==> src/rtl/uart_tx.sv <==
// UART transmitter: 16-entry byte FIFO feeding an 11-bit frame serialiser
// (start, 8 data bits LSB first, parity, stop) with a registered line output.
module uart_tx #(
    parameter int BAUD_CNT    = 868,
    parameter int PARITY_TYPE = 1,
    parameter int FIFO_DEPTH  = 16,
    localparam int AW = $clog2(FIFO_DEPTH)
) (
    input  logic        sys_clk,
    input  logic        sys_rst_n,
    input  logic [7:0]  tx_data,
    input  logic        tx_valid,
    output logic        tx_ready,
    output logic        data_out,
    output logic        tx_busy,
    output logic [AW:0] fifo_count
);

    localparam int           CW        = AW + 1;
    localparam logic [CW-1:0] FULL_CNT = CW'(FIFO_DEPTH);
    localparam logic [CW-1:0] PTR_ONE  = CW'(1);
    localparam logic [9:0]   BAUD_LAST = 10'(BAUD_CNT - 1);
    localparam logic         PAR_BIT   = 1'(PARITY_TYPE);

    typedef enum logic [1:0] {IDLE, LOAD, SEND} state_t;

    state_t         state_q, state_d;
    logic [AW:0]    wr_ptr_q, rd_ptr_q;
    logic [7:0]     mem_q [FIFO_DEPTH];
    logic [7:0]     byte_q;
    logic [10:0]    frame_q, frame_d;
    logic [9:0]     clk_cnt_q, clk_cnt_d;
    logic [3:0]     bit_cnt_q, bit_cnt_d;
    logic           data_out_q, data_out_d;
    logic           push, pop;

    assign fifo_count = wr_ptr_q - rd_ptr_q;
    assign tx_ready   = (fifo_count != FULL_CNT);
    assign push       = tx_valid && tx_ready;
    assign data_out   = data_out_q;
    assign tx_busy    = (state_q != IDLE) || (fifo_count != '0);

    // Storage is not reset; only the pointers define what is valid.
    always_ff @(posedge sys_clk) begin
        if (push) mem_q[wr_ptr_q[AW-1:0]] <= tx_data;
    end

    always_ff @(posedge sys_clk or negedge sys_rst_n) begin
        if (!sys_rst_n) begin
            wr_ptr_q   <= '0;
            rd_ptr_q   <= '0;
            byte_q     <= '0;
            state_q    <= IDLE;
            frame_q    <= '1;
            clk_cnt_q  <= '0;
            bit_cnt_q  <= '0;
            data_out_q <= 1'b1;
        end else begin
            if (push) wr_ptr_q <= wr_ptr_q + PTR_ONE;
            if (pop) begin
                rd_ptr_q <= rd_ptr_q + PTR_ONE;
                byte_q   <= mem_q[rd_ptr_q[AW-1:0]];
            end
            state_q    <= state_d;
            frame_q    <= frame_d;
            clk_cnt_q  <= clk_cnt_d;
            bit_cnt_q  <= bit_cnt_d;
            data_out_q <= data_out_d;
        end
    end

    always_comb begin
        state_d    = state_q;
        frame_d    = frame_q;
        clk_cnt_d  = clk_cnt_q;
        bit_cnt_d  = bit_cnt_q;
        data_out_d = 1'b1;
        pop        = 1'b0;
        case (state_q)
            IDLE: begin
                if (fifo_count != '0) begin
                    pop     = 1'b1;
                    state_d = LOAD;
                end
            end
            LOAD: begin
                frame_d   = {1'b1, (^byte_q) ^ PAR_BIT, byte_q, 1'b0};
                clk_cnt_d = '0;
                bit_cnt_d = '0;
                state_d   = SEND;
            end
            SEND: begin
                data_out_d = frame_q[0];
                if (clk_cnt_q == BAUD_LAST) begin
                    clk_cnt_d = '0;
                    frame_d   = {1'b1, frame_q[10:1]};
                    bit_cnt_d = bit_cnt_q + 4'd1;
                    // Stop bit done: chain straight into the next byte if one is queued.
                    if (bit_cnt_q == 4'd10) begin
                        bit_cnt_d = '0;
                        if (fifo_count != '0) begin
                            pop     = 1'b1;
                            state_d = LOAD;
                        end else begin
                            state_d = IDLE;
                        end
                    end
                end else begin
                    clk_cnt_d = clk_cnt_q + 10'd1;
                end
            end
            default: state_d = IDLE;
        endcase
    end

endmodule

==> config.mk <==
export PLATFORM = sky130hd
export DESIGN_NAME = uart_tx
export DESIGN_NICKNAME = d
export VERILOG_FILES = /design/src/rtl/uart_tx.sv
export SDC_FILE = /design/constraint.sdc
export NUM_CORES = 1
export LEC_CHECK = 0
export BUFFER_PORTS_ARGS = -buffer_cell sky130_fd_sc_hd__buf_2
export CORE_MARGIN = 2
export CORE_UTILIZATION = 50
export CTS_BUF_LIST = sky130_fd_sc_hd__clkbuf_4
export CTS_CLUSTER_DIAMETER = 200
export CTS_CLUSTER_SIZE = 24
export DETAILED_ROUTE_END_ITERATION = 6
export PLACE_DENSITY = 0.66
export SYNTH_ARGS = -nofsm -noshare
export SYNTH_HDL_FRONTEND = slang
export SYNTH_SLANG_ARGS = --single-unit
==> constraint.sdc <==
create_clock -name sys_clk -period 3.75 [get_ports sys_clk]
set_clock_uncertainty 0.1 [all_clocks]
set_input_delay 0.9375 -clock sys_clk [delete_from_list [all_inputs] [get_ports sys_clk]]
set_output_delay 0.9375 -clock sys_clk [all_outputs]
set_load 0.01 [all_outputs]
==> results.sh <==
export IMPL_top_layer="met4"
export IMPL_ctsHtreeMaxLevel=4
export IMPL_synth_cells=449
export IMPL_synth_area_sq_um=7440
export IMPL_port_buffer_count=18
export IMPL_max_stage_delay_ns=0.56
export IMPL_cts_hold_buf=0
export IMPL_synth_compound_area_frac=0.0504
export IMPL_place_hpwl_mm=9.19
export IMPL_clock_latency_ns=0.54
export IMPL_synthAdderAreaFrac=0.0296
export IMPL_synth_most_common_cell="edfxtp_1"
export IMPL_synthArstFlopShare=0.260
export IMPL_grt_max_degree=46
export IMPL_max_freq_mhz=280
export IMPL_drt_iter0_drc=274
export IMPL_crit_type="reg2out"
export IMPL_drcViolationCount=0
export IMPL_fin_setup_tns_ns=0
export IMPL_ys_flop_type="edfxtp_1"
export IMPL_setup_ws_ns=0.178
export IMPL_fin_nets=516
export IMPL_dieHeight_microns=126
export IMPL_crit_fanout=3
export IMPL_ys_seq_elements=173
export IMPL_clock_sinks=173
export IMPL_grtUsageTotal=0.186
export IMPL_ant_nets=0
export IMPL_wl_met1_mm=6.11
export IMPL_place_congestion=0.811
export IMPL_cts_tree="built"
export IMPL_cts_clk_slew_worst_paths_ns=0.14
export IMPL_clockBufferDepth=2
export IMPL_fin_crit_sh=0.953
export IMPL_relSlewSlack=0.325
export IMPL_seq_area_frac_synth=0.670
export IMPL_wl_met2_mm=7.02
export IMPL_worst_pin_slew_ns=1.01
export IMPL_row_count=44
export IMPL_grt_ovfl_total=0
export IMPL_io_pin_count=19
export IMPL_yosys_area_share_simple=0.0688
export IMPL_vias_per_cell=5.69
export IMPL_final_cell_area_sq_um=8140
export IMPL_totalWireLength_mm=13.9
export IMPL_synth_top_family_by_area="multiplexers"
export IMPL_die_x_microns=126
export IMPL_avgSynthCellArea_sq_um=16.6
export IMPL_powerDensity_nw_per_um2=806
export IMPL_rsz0062_at_grt="yes"
export IMPL_cts_made_buffers=17
export IMPL_synth_net_count=477
export IMPL_wl_per_cell_microns=20.4
export IMPL_grt_antenna_before_repair=1
export IMPL_crit_chain="ha_4 > fa_2 > and3b_1 > nand4b_1 > a21oi_4 > nand2_1 > buf_2"
export IMPL_drive_gt1_frac=0.279
export IMPL_synth_top_cells_by_area="edfxtp_1 (52%), dfrtp_1 (11%), mux4_2 (9.7%)"
export IMPL_status="completed"
export IMPL_vdd_drop_max_uv=445
export IMPL_cp_top_family="adder cells"
export IMPL_grt_pass1_wl_mm=22.2
export IMPL_critPathRequiredTime_ns=2.71
export IMPL_synth_common_cells="edfxtp_1 (128), dfrtp_1 (34), mux4_2 (32)"
export IMPL_yosys_warnings=0
export IMPL_drv_cap=0
export IMPL_period_needed_ns=3.57
export IMPL_yosys_area_top_type="edfxtp_1"
export IMPL_place_ws_ns=0.408
export IMPL_syn2layout_area_growth_pct=9.38
export IMPL_die_area_sq_um=15900
export IMPL_total_leakage_power_nw=2.91
export IMPL_synth_mux_area_frac=0.129
export IMPL_vias=3895
export IMPL_synth_xor_area_frac=0.0328
export IMPL_drtPass1Iterations=4
export IMPL_ys_types=51
export IMPL_coreArea_sq_um=14500
export IMPL_finalHoldViolations=0
export IMPL_yosysTopAreaCellShare=0.516
export IMPL_hp_class="reg2reg"
export IMPL_placed_area_sq_um=7720
export IMPL_end_kind="output pin"
export IMPL_critPathBufInv=1
export IMPL_clockRootBuffer="clkbuf_4"
export IMPL_synth_edf_count=128
export IMPL_slew_violations=0
export IMPL_start_kind="flip-flop"
export IMPL_finalSetupViolCount=0
export IMPL_initial_core_util=0.512
export IMPL_grt_pass1_vias=4054
export IMPL_worst_path_max_delay_cell="fa_2"
export IMPL_wl_met3_microns=630
export IMPL_crit_arrival_ns=2.53
## report_power, final
group / switching, mW / total [mW] / internal, mW / leakage [nW]
clock network: 0.622 / 1.08 / 0.460 / 0.143
registers: 0.179 / 2.61 / 2.43 / 1.70
logic: 1.55 / 2.87 / 1.31 / 1.06
## path summary, 6_finish.rpt
path                            cells past startpoint   startpoint  slack (ns)           end
min in group asynchronous                           1    sys_rst_n        0.44  clk_cnt_q[2]
worst max register to register                     10  rd_ptr_q[0]        0.53   mem_q[5][4]
worst max-delay path                                7  rd_ptr_q[0]        0.18       tx_busy
worst min-delay path                                2   frame_q[9]        0.37    frame_q[9]
max in group asynchronous                           1    sys_rst_n        2.41   wr_ptr_q[1]
worst min register to register                      2   frame_q[9]        0.37    frame_q[9]
## worst reg2reg max path, stage by stage (launching register included)
cell      delay [ns]
dfrtp_2         0.45
ha_4            0.17
fa_2            0.36
nand2b_1        0.17
a21oi_2         0.17
xor2_2          0.22
inv_4           0.05
buf_4           0.15
buf_4           0.15
a21oi_4         0.34
and3_1          0.53
## repair_timing
action                                  CTS  global route
pin swaps                                 1             7
setup buffers                             2             9
endpoints found under the setup margin    2             2
gates cloned                              0             0
gates resized for setup                   5             5
## stage by stage
step | total power, mW | utilization | cells | hold WS, ns
2_1_floorplan | 4.59 | - | 449 | 0.341
3_3_place_gp | 5.21 | 0.531 | 642 | 0.352
3_5_place_dp | 5.28 | 0.531 | 642 | 0.356
4_1_cts | 6.43 | 0.554 | 674 | 0.376
5_1_grt | 6.99 | 0.560 | 684 | 0.387
6_report | 6.56 | 0.560 | 684 | 0.371
## flip-flops by register name (all words and copies together), names as in the netlist
register and flops:
mem_q 128, data_out 1, wr_ptr_q 5, rd_ptr_q 5, bit_cnt_q 4, clk_cnt_q 10, frame_q 10, state_q 2
byte_q 8
## logic make-up after synthesis
| kind of cell | count (synthesis) |
|---|---|
| muxes | 54 |
| AOI/OAI and AO/OA | 52 |
| and+or+nand+nor | 95 |
| xor gates and xnor gates | 27 |
| DFF | 173 |
| buffers and inverters | 31 |
| adders and majority gates | 17 |
## placed cells by master, fill, tap and decap left out, types with 3 or more instances in the layout
master / instances
a21oi_1: 7
a22oi_1: 16
and2_1: 5
and3_1: 12
and3_2: 3
buf_2: 18
buf_4: 16
bufinv_16: 3
clkbuf_4: 17
clkinvlp_4: 5
dfrtp_1: 32
dfstp_2: 11
edfxtp_1: 128
ha_1: 15
inv_1: 14
inv_6: 3
mux2_2: 13
mux2i_1: 9
mux4_2: 32
nand2_1: 26
nand2b_1: 5
nand3_1: 5
nand3b_1: 3
nand4_1: 4
nor2_1: 20
o21ai_0: 13
xnor2_1: 16
xor2_1: 10
## per-layer routing
layer,vias up,GRT usage
met2,88,0.300
met3,15,0.0408
met5,-,0
met1,1991,0.260
li1,1801,-
met4,0,0.0543
## area by class of cell
cell class | instances | area (sq um)
flip-flops and latches | 173 | 4990
well taps | 184 | 230
clock inverters | 13 | 168
repair buffers | 35 | 221
clock buffers | 17 | 128
inverters | 16 | 62.6
fillers | 1178 | 6390
multi-input cells | 245 | 2340
diodes | 1 | 2.50
(Power assumes the default switching activity.)
